--- config.mk ---
export PLATFORM = sky130hd
export DESIGN_NAME = arb_ingress_queue_flat
export DESIGN_NICKNAME = d
export VERILOG_FILES = /design/src/rtl/arb_pkg.sv /design/src/rtl/arb_ingress_queue_if.sv /design/src/rtl/arb_port_fifo.sv /design/src/rtl/arb_ingress_queue.sv /design/src/flat_wrapper.sv
export SDC_FILE = /design/constraint.sdc
export NUM_CORES = 1
export LEC_CHECK = 0
export ABC_AREA = 1
export ABC_CLOCK_PERIOD_IN_PS = 2460
export CAP_MARGIN = 10
export CORE_MARGIN = 4
export CORE_UTILIZATION = 40
export DETAILED_ROUTE_END_ITERATION = 10
export DONT_BUFFER_PORTS = 1
export GPL_TIMING_DRIVEN = 1
export HOLD_SLACK_MARGIN = 0.05
export PLACE_DENSITY_LB_ADDON = 0.15
export SYNTH_ARGS = -nofsm -noshare
export SYNTH_HDL_FRONTEND = slang
export SYNTH_HIERARCHICAL = 1
export SYNTH_SLANG_ARGS = --single-unit
--- constraint.sdc ---
create_clock -name clk -period 2.46 [get_ports clk]
set_input_delay 0.492 -clock clk [delete_from_list [all_inputs] [get_ports clk]]
set_output_delay 0.492 -clock clk [all_outputs]
set_load 0.02 [all_outputs]
--- src/rtl/arb_pkg.sv ---
// Shared defaults and index type for the ingress queue and the round-robin arbiter
// that drives its grant vector.
package arb_pkg;
  localparam int NUM_PORTS_DEF = 4;
  localparam int DATA_W_DEF    = 8;
  localparam int DEPTH_DEF     = 2;

  typedef logic [$clog2(NUM_PORTS_DEF)-1:0] port_idx_t;
endpackage

--- src/rtl/arb_ingress_queue_if.sv ---
// Bundle of the ingress push ports, the arbiter request/grant pair and the output stage.
// slave = the queue itself, master = the surrounding environment (requesters, arbiter, sink).
interface arb_ingress_queue_if
  import arb_pkg::*;
#(
  parameter int NUM_PORTS = NUM_PORTS_DEF,
  parameter int DATA_W    = DATA_W_DEF
);
  localparam int PW = $clog2(NUM_PORTS);

  // Push side: a word moves when in_valid_i[k] && in_ready_o[k] at a rising edge.
  // Output side: a word moves when out_valid_o && out_ready_i at a rising edge.
  logic [NUM_PORTS-1:0]        in_valid_i;
  logic [NUM_PORTS-1:0]        in_ready_o;
  logic [NUM_PORTS*DATA_W-1:0] in_data_i;
  logic [NUM_PORTS-1:0]        arb_req_o;
  logic [NUM_PORTS-1:0]        arb_gnt_i;
  logic                        out_valid_o;
  logic                        out_ready_i;
  logic [DATA_W-1:0]           out_data_o;
  logic [PW-1:0]               out_port_o;
  logic                        err_o;

  modport slave (
    input  in_valid_i, in_data_i, arb_gnt_i, out_ready_i,
    output in_ready_o, arb_req_o, out_valid_o, out_data_o, out_port_o, err_o
  );

  modport master (
    output in_valid_i, in_data_i, arb_gnt_i, out_ready_i,
    input  in_ready_o, arb_req_o, out_valid_o, out_data_o, out_port_o, err_o
  );
endinterface

--- src/rtl/arb_port_fifo.sv ---
// Per-port DEPTH-entry FIFO. Ready comes from registered count only, so a full FIFO
// refuses a push even when it is popped in the same cycle.
module arb_port_fifo #(
  parameter int DATA_W = 8,
  parameter int DEPTH  = 2
) (
  input  logic              clk,
  input  logic              reset,
  input  logic              push_valid_i,
  output logic              push_ready_o,
  input  logic [DATA_W-1:0] push_data_i,
  input  logic              pop_i,
  output logic              empty_o,
  output logic [DATA_W-1:0] head_o
);
  localparam int AW = $clog2(DEPTH);
  localparam int CW = AW + 1;

  logic [AW-1:0]                  wptr_q, wptr_d;
  logic [AW-1:0]                  rptr_q, rptr_d;
  logic [CW-1:0]                  count_q, count_d;
  logic [DEPTH-1:0][DATA_W-1:0]   mem_q, mem_d;
  logic                           do_push, do_pop;

  always_comb begin
    push_ready_o = (count_q != CW'(DEPTH));
    empty_o      = (count_q == '0);
    head_o       = mem_q[rptr_q];
    do_push      = push_valid_i && push_ready_o;
    do_pop       = pop_i && !empty_o;

    mem_d   = mem_q;
    wptr_d  = wptr_q;
    rptr_d  = rptr_q;
    count_d = count_q;
    if (do_push) begin
      mem_d[wptr_q] = push_data_i;
      wptr_d        = wptr_q + AW'(1);
    end
    if (do_pop) begin
      rptr_d = rptr_q + AW'(1);
    end
    // Pointers wrap naturally because DEPTH is a power of two.
    case ({do_push, do_pop})
      2'b10:   count_d = count_q + CW'(1);
      2'b01:   count_d = count_q - CW'(1);
      default: count_d = count_q;
    endcase
  end

  always_ff @(posedge clk or negedge reset) begin
    if (!reset) begin
      mem_q   <= '0;
      wptr_q  <= '0;
      rptr_q  <= '0;
      count_q <= '0;
    end else begin
      mem_q   <= mem_d;
      wptr_q  <= wptr_d;
      rptr_q  <= rptr_d;
      count_q <= count_d;
    end
  end
endmodule

--- src/rtl/arb_ingress_queue.sv ---
// Per-port ingress FIFOs feeding one registered output stage; an external round-robin
// arbiter picks the port each cycle, and malformed grants are flagged on a sticky error.
module arb_ingress_queue
  import arb_pkg::*;
#(
  parameter int NUM_PORTS = NUM_PORTS_DEF,
  parameter int DATA_W    = DATA_W_DEF,
  parameter int DEPTH     = DEPTH_DEF
) (
  input  logic              clk,
  input  logic              reset,
  arb_ingress_queue_if.slave bus
);
  localparam int PW = $clog2(NUM_PORTS);
  localparam logic [NUM_PORTS-1:0] ONE = {{(NUM_PORTS-1){1'b0}}, 1'b1};

  logic [NUM_PORTS-1:0]             empty, ready, pop, req;
  logic [NUM_PORTS-1:0][DATA_W-1:0] head;
  logic                             load_ok, gnt_onehot, gnt_covered, gnt_legal;
  logic [PW-1:0]                    gnt_idx;

  logic              out_valid_q, out_valid_d;
  logic [DATA_W-1:0] out_data_q, out_data_d;
  logic [PW-1:0]     out_port_q, out_port_d;
  logic              err_q, err_d;

  for (genvar k = 0; k < NUM_PORTS; k++) begin : g_port
    arb_port_fifo #(
      .DATA_W (DATA_W),
      .DEPTH  (DEPTH)
    ) u_fifo (
      .clk          (clk),
      .reset        (reset),
      .push_valid_i (bus.in_valid_i[k]),
      .push_ready_o (ready[k]),
      .push_data_i  (bus.in_data_i[k*DATA_W +: DATA_W]),
      .pop_i        (pop[k]),
      .empty_o      (empty[k]),
      .head_o       (head[k])
    );
  end

  always_comb begin
    load_ok     = !out_valid_q || bus.out_ready_i;
    req         = ~empty & {NUM_PORTS{load_ok}};
    gnt_onehot  = (bus.arb_gnt_i != '0) && ((bus.arb_gnt_i & (bus.arb_gnt_i - ONE)) == '0);
    gnt_covered = ((bus.arb_gnt_i & ~req) == '0);
    // A grant to a non-requesting port is illegal; this also blocks loads while stalled.
    gnt_legal   = gnt_onehot && gnt_covered;

    gnt_idx = '0;
    for (int k = 0; k < NUM_PORTS; k++) begin
      if (bus.arb_gnt_i[k]) gnt_idx = PW'(k);
    end

    pop         = gnt_legal ? bus.arb_gnt_i : '0;
    out_valid_d = out_valid_q;
    out_data_d  = out_data_q;
    out_port_d  = out_port_q;
    err_d       = err_q || ((bus.arb_gnt_i != '0) && !gnt_legal);
    if (gnt_legal) begin
      out_valid_d = 1'b1;
      out_data_d  = head[gnt_idx];
      out_port_d  = gnt_idx;
    end else if (bus.out_ready_i) begin
      out_valid_d = 1'b0;
    end
  end

  always_ff @(posedge clk or negedge reset) begin
    if (!reset) begin
      out_valid_q <= 1'b0;
      out_data_q  <= '0;
      out_port_q  <= '0;
      err_q       <= 1'b0;
    end else begin
      out_valid_q <= out_valid_d;
      out_data_q  <= out_data_d;
      out_port_q  <= out_port_d;
      err_q       <= err_d;
    end
  end

  assign bus.in_ready_o  = ready;
  assign bus.arb_req_o   = req;
  assign bus.out_valid_o = out_valid_q;
  assign bus.out_data_o  = out_data_q;
  assign bus.out_port_o  = out_port_q;
  assign bus.err_o       = err_q;
endmodule

--- src/flat_wrapper.sv ---
// flat-port wrapper written by rule: the top's interface ports become plain ports
module arb_ingress_queue_flat import arb_pkg::*;
#(
  parameter int NUM_PORTS = NUM_PORTS_DEF,
  parameter int DATA_W    = DATA_W_DEF,
  parameter int DEPTH     = DEPTH_DEF
)
  (clk, reset, bus_in_valid_i, bus_in_data_i, bus_arb_gnt_i, bus_out_ready_i, bus_in_ready_o, bus_arb_req_o, bus_out_valid_o, bus_out_data_o, bus_out_port_o, bus_err_o);
  arb_ingress_queue_if #(.NUM_PORTS(NUM_PORTS), .DATA_W(DATA_W)) bus_i ();
  input  logic clk;
  input  logic reset;
  input wire logic [$bits(bus_i.in_valid_i)-1:0] bus_in_valid_i;
  input wire logic [$bits(bus_i.in_data_i)-1:0] bus_in_data_i;
  input wire logic [$bits(bus_i.arb_gnt_i)-1:0] bus_arb_gnt_i;
  input wire logic [$bits(bus_i.out_ready_i)-1:0] bus_out_ready_i;
  output wire logic [$bits(bus_i.in_ready_o)-1:0] bus_in_ready_o;
  output wire logic [$bits(bus_i.arb_req_o)-1:0] bus_arb_req_o;
  output wire logic [$bits(bus_i.out_valid_o)-1:0] bus_out_valid_o;
  output wire logic [$bits(bus_i.out_data_o)-1:0] bus_out_data_o;
  output wire logic [$bits(bus_i.out_port_o)-1:0] bus_out_port_o;
  output wire logic [$bits(bus_i.err_o)-1:0] bus_err_o;
  assign bus_i.in_valid_i = bus_in_valid_i;
  assign bus_i.in_data_i = bus_in_data_i;
  assign bus_i.arb_gnt_i = bus_arb_gnt_i;
  assign bus_i.out_ready_i = bus_out_ready_i;
  assign bus_in_ready_o = bus_i.in_ready_o;
  assign bus_arb_req_o = bus_i.arb_req_o;
  assign bus_out_valid_o = bus_i.out_valid_o;
  assign bus_out_data_o = bus_i.out_data_o;
  assign bus_out_port_o = bus_i.out_port_o;
  assign bus_err_o = bus_i.err_o;
  arb_ingress_queue #(.NUM_PORTS(NUM_PORTS), .DATA_W(DATA_W), .DEPTH(DEPTH)) u_core (.clk(clk), .reset(reset), .bus(bus_i));
endmodule
After elaboration in Yosys (flattened, before gate mapping)
Cells that the tools add are included.
- RAM bits: 0
- bits in registers: 92
- word-level logic and storage cells: 138
- ROM bits: 0
- input bits: 43
- latch bits: 0
- output and inout bits: 20
- memories kept: 0
- divide/modulo/power cells: 0
- multiply operators: 0
- muxes and demuxes: 32
- $lt $le $gt $ge: 13
- shifts and indexed selects: 0
- $add $sub $neg: 17
- eq/ne operators: 12
- bitwise operators: 5
- reductions and logical operators: 35
- operators by type and width (operator ; count):
    $mux W8 ; 13
    $bwmux W16 ; 4
    $demux W8 S1 ; 4
    $bmux W8 S2 ; 1
    $lt A1 B2 Y1 const B ; 8
    $pmux W2 S2 ; 4
    $logic_and A1 B1 Y1 ; 15
    $and A4 B4 Y4 ; 3
    $reduce_bool A2 Y1 ; 5
    $add A1 B1 Y1 const B ; 8
    $add A2 B1 Y2 const B ; 4
    $eq A2 B1 Y1 const B ; 4
    $eq A2 B2 Y1 const B ; 4
    $logic_not A2 Y1 ; 4
    $logic_not A4 Y1 ; 2
    $ne A2 B2 Y1 const B ; 4
    $not A4 Y4 ; 2
    $sub A2 B1 Y2 const B ; 4
    $logic_not A1 Y1 ; 6
    $ge A1 B1 Y1 const B ; 4
    $mux W2 ; 2
    $mux W4 ; 1
    $reduce_bool A4 Y1 ; 1
    $sub A4 B1 Y4 const B ; 1
    other kinds (3) ; 6

Logic depth before layout (Yosys ltp)
Gate-level depths: netlist (run 1).
- depth after elaboration: 11
- gate-level depth with buffers: 19
- mapped depth without buffers: 18

By module
The synthesis (run 1) kept the hierarchy.
- modules (own cells, without submodules) (module ; cells each ; area each (µm²) ; sequential area each (µm²) ; times used):
    arb_port_fifo at u_core.g_port[0].u_fifo ... ; 125 ; 1022.2 ; 500.5 ; 3
    arb_ingress_queue ; 179 ; 1059.8 ; 300.3 ; 1
    arb_port_fifo at u_core.g_port[3].u_fifo ; 125 ; 1041.0 ; 500.5 ; 1

Worst setup path after synthesis (run 1)
No wires, ideal clock.
- path kind: register -> register
- start point: register u_core.g_port[1].u_fifo.count_q[0]
- end point: register u_core.g_port[0].u_fifo.count_q[1]
- data required time: 2.343 ns
- period minus slack after synthesis: 2.181 ns
- data arrival time: 2.064 ns
- setup time: 0.117 ns
- path buffers: 1
- stages on the path, launching flop included: 17
- slack: 0.279 ns
- cell sequence: dfrtp_1 -> inv_2 -> nand2_1 -> inv_1 -> a21oi_1 -> nor2_1 -> nor2_2 -> nand2_4 -> buf_6 -> nor2_2 -> nand2_1 -> inv_1 -> ha_1 -> inv_1 -> nand3_1 -> nand2_1 -> nand2_1
- word-level cells in the longest chain between the ends: 11
- elaborated cells between the ends (all ways): 13
- classes of those cells: eq/ne (2); mux (2); bitwise (4); reduce/logical (5)
- ends and longest elaborated chain (what ; RTL line ; source):
    from (decl) ; arb_port_fifo.sv:21 ; logic [CW-1:0] count_q, count_d;
    from (signal assigned) ; arb_port_fifo.sv:61 ; count_q <= count_d;
    $logic_not A2 Y1 (*) ; arb_port_fifo.sv:27 ; empty_o = (count_q == '0);
    net u_core.empty[1] ; arb_ingress_queue.sv:17 ; logic [NUM_PORTS-1:0] empty, ready, pop, req;
    $not A4 Y4 (*) ; arb_ingress_queue.sv:45 ; req = ~empty & {NUM_PORTS{load_ok}};
    $and A4 B4 Y4 (*) ; arb_ingress_queue.sv:45 ;
    net bus_arb_req_o[1] ; flat_wrapper.sv:17 ; output wire logic [$bits(bus_i.arb_req_o)-1:0] bus_arb_req_o;
    $not A4 Y4 (*) ; arb_ingress_queue.sv:47 ; gnt_covered = ((bus.arb_gnt_i & ~req) == '0);
    $and A4 B4 Y4 (*) ; arb_ingress_queue.sv:47 ;
    $logic_not A4 Y1 (*) ; arb_ingress_queue.sv:47 ;
    $logic_and A1 B1 Y1 (*) ; arb_ingress_queue.sv:49 ; gnt_legal = gnt_onehot && gnt_covered;
    $mux W4 (*) ; arb_ingress_queue.sv:56 ; pop = gnt_legal ? bus.arb_gnt_i : '0;
    net u_core.pop[0] ; arb_ingress_queue.sv:17 ;
    $logic_and A1 B1 Y1 (*) ; arb_port_fifo.sv:30 ; do_pop = pop_i && !empty_o;
    net u_core.g_port[0].u_fifo.do_pop ; arb_port_fifo.sv:23 ; logic do_push, do_pop;
    $eq A2 B1 Y1 / $eq A2 B2 Y1 (equally long branches) ; arb_port_fifo.sv:44 ; case ({do_push, do_pop})
    $pmux W2 S2 / $reduce_bool A2 Y1 (equally long branches) ; -- ;
    to (signal assigned) ; arb_port_fifo.sv:61 ;
    to (decl) ; arb_port_fifo.sv:21 ;
Mark *: on every way through the listed nets, which the timed path passes. The rest lies on a longest branch.
A chain may end at the register's enable or synchronous reset.

Worst setup path in the final report (run 1)
- start point: register u_core.out_valid_q (netlist: u_core/bus.out_valid_o)
- end point: register u_core.g_port[1].u_fifo.count_q[1]
- word-level cells in the longest chain between the ends: 11
- elaborated cells between the ends (all ways): 13
- classes of those cells: eq/ne (2); mux (2); bitwise (3); reduce/logical (6)
- ends and longest elaborated chain (what ; RTL line ; source):
    from (decl) ; arb_ingress_queue.sv:22 ; logic out_valid_q, out_valid_d;
    from (signal assigned) ; arb_ingress_queue.sv:77 ; out_valid_q <= out_valid_d;
    $logic_not A1 Y1 (*) ; arb_ingress_queue.sv:44 ; load_ok = !out_valid_q || bus.out_ready_i;
    $logic_or A1 B1 Y1 (*) ; arb_ingress_queue.sv:44 ;
    $and A4 B4 Y4 (*) ; arb_ingress_queue.sv:45 ;
    $not A4 Y4 (*) ; arb_ingress_queue.sv:47 ;
    $and A4 B4 Y4 (*) ; arb_ingress_queue.sv:47 ;
    $logic_not A4 Y1 (*) ; arb_ingress_queue.sv:47 ;
    $logic_and A1 B1 Y1 (*) ; arb_ingress_queue.sv:49 ;
    $mux W4 (*) ; arb_ingress_queue.sv:56 ;
    net u_core.pop[1] ; arb_ingress_queue.sv:17 ;
    $logic_and A1 B1 Y1 (*) ; arb_port_fifo.sv:30 ;
    net u_core.g_port[1].u_fifo.do_pop ; arb_port_fifo.sv:23 ;
    $eq A2 B1 Y1 / $eq A2 B2 Y1 (equally long branches) ; arb_port_fifo.sv:44 ;
    $pmux W2 S2 / $reduce_bool A2 Y1 (equally long branches) ; -- ;
Marked as above.

==> run summary, run 1 <==
relative slew slack: 68.22%
Worst Hold Class: primary input to asynchronous set/reset pin
Vias: 4,244
Layout area overhead: 5.254%
synth cell count leaders: nand2_1 (320), dfrtp_1 (92), nand4_1 (68)
clk root buf: clkbuf_16
grt total ovfl: 0
DRC violations left: 0
Min Hold Slack: -0.1646 ns
top-area cell type share of the netlist area: 44.55%
synthesized flop and latch total: 92
Vias/cell: 5.052
fin util: 43.10%
Post-Syn Instances: 679
Setup crit start kind: flip-flop
Final Skew: 0.006506 ns
final instance area: 0.005439 mm^2
Diodes inserted: 0
Crit Path Max Fanout: 16
Max Slew Vio Count: 0
fin nets: 710
CTS tree: built
Lkg Pwr: 3.020 nW
Max-Cap Viols: 0
ys async rst share: 100.0%
H-tree Lvls: 3
ratio of cells with drive above 1 in the final layout: 8.084%
YS warnings: 6
Starting Density: 40.95%
RSZ-0062 raised after global routing: no
fillers: 1,335
most common cell in the netlist: nand2_1
Synth cell types: 26
Setup Viol. Count Final: 0
Worst-Margin Slew: 0.4750 ns
Final Hold Fails: 92
first-iteration detailed-routing DRC count: 308
sequential area share after synthesis: 44.55%
# Post-CTS Setup Buffers: 0
core area: 0.01262 mm^2
top cells by area, synth: dfrtp_1 (45%), nand2_1 (23%), nand4_1 (8.2%)
post-DP HPWL: 8757 um
initial antenna violation count: 0
Crit path required time: 2.70 ns
fin crit period: 2.197 ns
kind of critical path: flip-flop to flip-flop
area leader, netlist: dfrtp_1
Max IR drop VDD: 0.5594 mV
PD cells: 1327 mW/mm^2
CTS Buf Count: 9
Setup TNS: 0 ns
f_max: 0.4551 GHz
fin crit share: 89.33%
First-pass DRT Iterations: 4
Port Buffers: 0
status: finished, violations left
syn_nets: 726
Mapped Area: 0.005167 mm^2
placed insts: 824
violated checks: hold timing
die area: 0.01480 mm^2
largest net degree at the start of global routing: 93
vias in the first global route: 4,093
synthesized area per cell: 7.610 um^2
number of nets with antenna violations after routing: 0
maximum clock path buffer count: 2
die height: 121.7 um
boundary pin count: 63
total track usage: 17.79%
clk_lat worst skew: 0.35 ns
Resized Gates After CTS: 0
total wire length: 12,320 um
drt wl/cell: 14.67 um
Synth Flop Type: dfrtp_1
EDFF count, synth: 0
Die Wd: 121.7 um
CTS sink count: 92
CP arrival: 2.44 ns
Crit. End Element: flip-flop
# rows: 41
Area after DPL: 0.005121 mm^2
Cell Count, Final, Fillers Out: 840
Clock transition at path regs: 0.06 ns
placer congestion estimate: 0.8082
first-pass GRT wire length: 20,820 um
-- power breakdown --
part           switching, W  internal [W]
logic               0.00179      0.000999
clock network      0.000585      0.000913
registers          0.000710       0.00222
-- critical path, stage by stage (launching register included) --
cell	delay [ns]
dfrtp_1	0.48
nand2_1	0.21
nand2_1	0.12
nand2_1	0.08
nand2_1	0.09
nor2_4	0.12
nand2_4	0.16
nor2_2	0.14
nand2_1	0.08
inv_1	0.06
ha_1	0.25
inv_1	0.09
nand3_1	0.08
nand2_1	0.08
nand2_1	0.05
-- path summary, 6_finish.rpt --
kind                                                       start                                 end  slack (ns)  depth (start not counted)
worst max-delay path                      u_core/bus.out_valid_o  u_core/g_port[1].u_fifo/count_q[1]        0.26                         14
worst min-delay path                                       reset    u_core/g_port[3].u_fifo/mem_q[0]       -0.16                          0
worst max register to register            u_core/bus.out_valid_o  u_core/g_port[1].u_fifo/count_q[1]        0.26                         14
worst min register to register  u_core/g_port[0].u_fifo/mem_q[2]    u_core/g_port[0].u_fifo/mem_q[2]        0.47                          2
max in group asynchronous                                  reset    u_core/g_port[2].u_fifo/mem_q[0]        2.44                          0
min in group clk                               bus_in_data_i[24]    u_core/g_port[3].u_fifo/mem_q[0]        0.29                          2
-- final cells by class --
class,count,area (um^2),area share (%)
inverters,77,359.1,6.602
repair buffers,3,22.52,0.4141
well taps,172,215.2,3.957
flip-flops and latches,92,2302,42.33
clock buffers,11,242.7,4.463
multi-input cells,480,2222,40.86
clock inverters,5,75.07,1.380
-- cells in the final DEF, fill, tap and decap left out, types with 3 or more instances in the layout --
master	instances
inv_1	63
clkinv_2	3
nor2_2	5
clkinv_1	4
inv_2	5
nand3_1	54
bufinv_16	3
nand2_1	320
nand3_4	4
nand4_1	68
buf_4	3
clkbuf_16	9
bufinv_8	3
ha_1	4
nand2_2	14
dfrtp_1	92
xnor2_1	4
-- sequential cells by signal, summed over array words and instances (netlist names) --
name,cells
u_core/g_port.u_fifo/count_q,8
u_core/bus.err_o,1
u_core/bus.out_port_o,2
u_core/g_port.u_fifo/wptr_q,4
u_core/bus.out_valid_o,1
u_core/g_port.u_fifo/rptr_q,4
u_core/g_port.u_fifo/mem_q,64
u_core/bus.out_data_o,8
-- cells by family after synthesis --
group	Yosys count	share of synthesized area, %
xor+xnor	4	0.6779
flops	92	44.55
fa+ha+maj	4	0.9686
compound gates	2	0.1935
simple gates	470	41.16
buf+inv	107	12.45
-- per-stage QoR --
stage	setup slack (ns)	hold slack (ns)	total power (W)
CTS	0.2244	-0.1838	0.007309
finish	0.2625	-0.1646	0.007218
global route	0.05521	-0.1865	0.007868
detailed placement	0.2150	0.2016	0.005774
global placement	0.3014	0.2003	0.005711
floorplan	0.2790	0.1964	0.005307
-- layer usage --
metal,global-route usage [%],up-vias,share of wire [%]
met5,0,-,0
met3,6.267,18,7.6
met2,25.28,94,43
met4,6.933,0,2.3
met1,24.83,2007,47
li1,-,2125,-
Power figures use the tool's default switching activity.
==> run 2, diff against run 1 <==
- HOLD_SLACK_MARGIN: 0.05 -> unset
==> results of run 2 <==
Same layout as run 1: the final DEF is identical, and so are final timing and power.
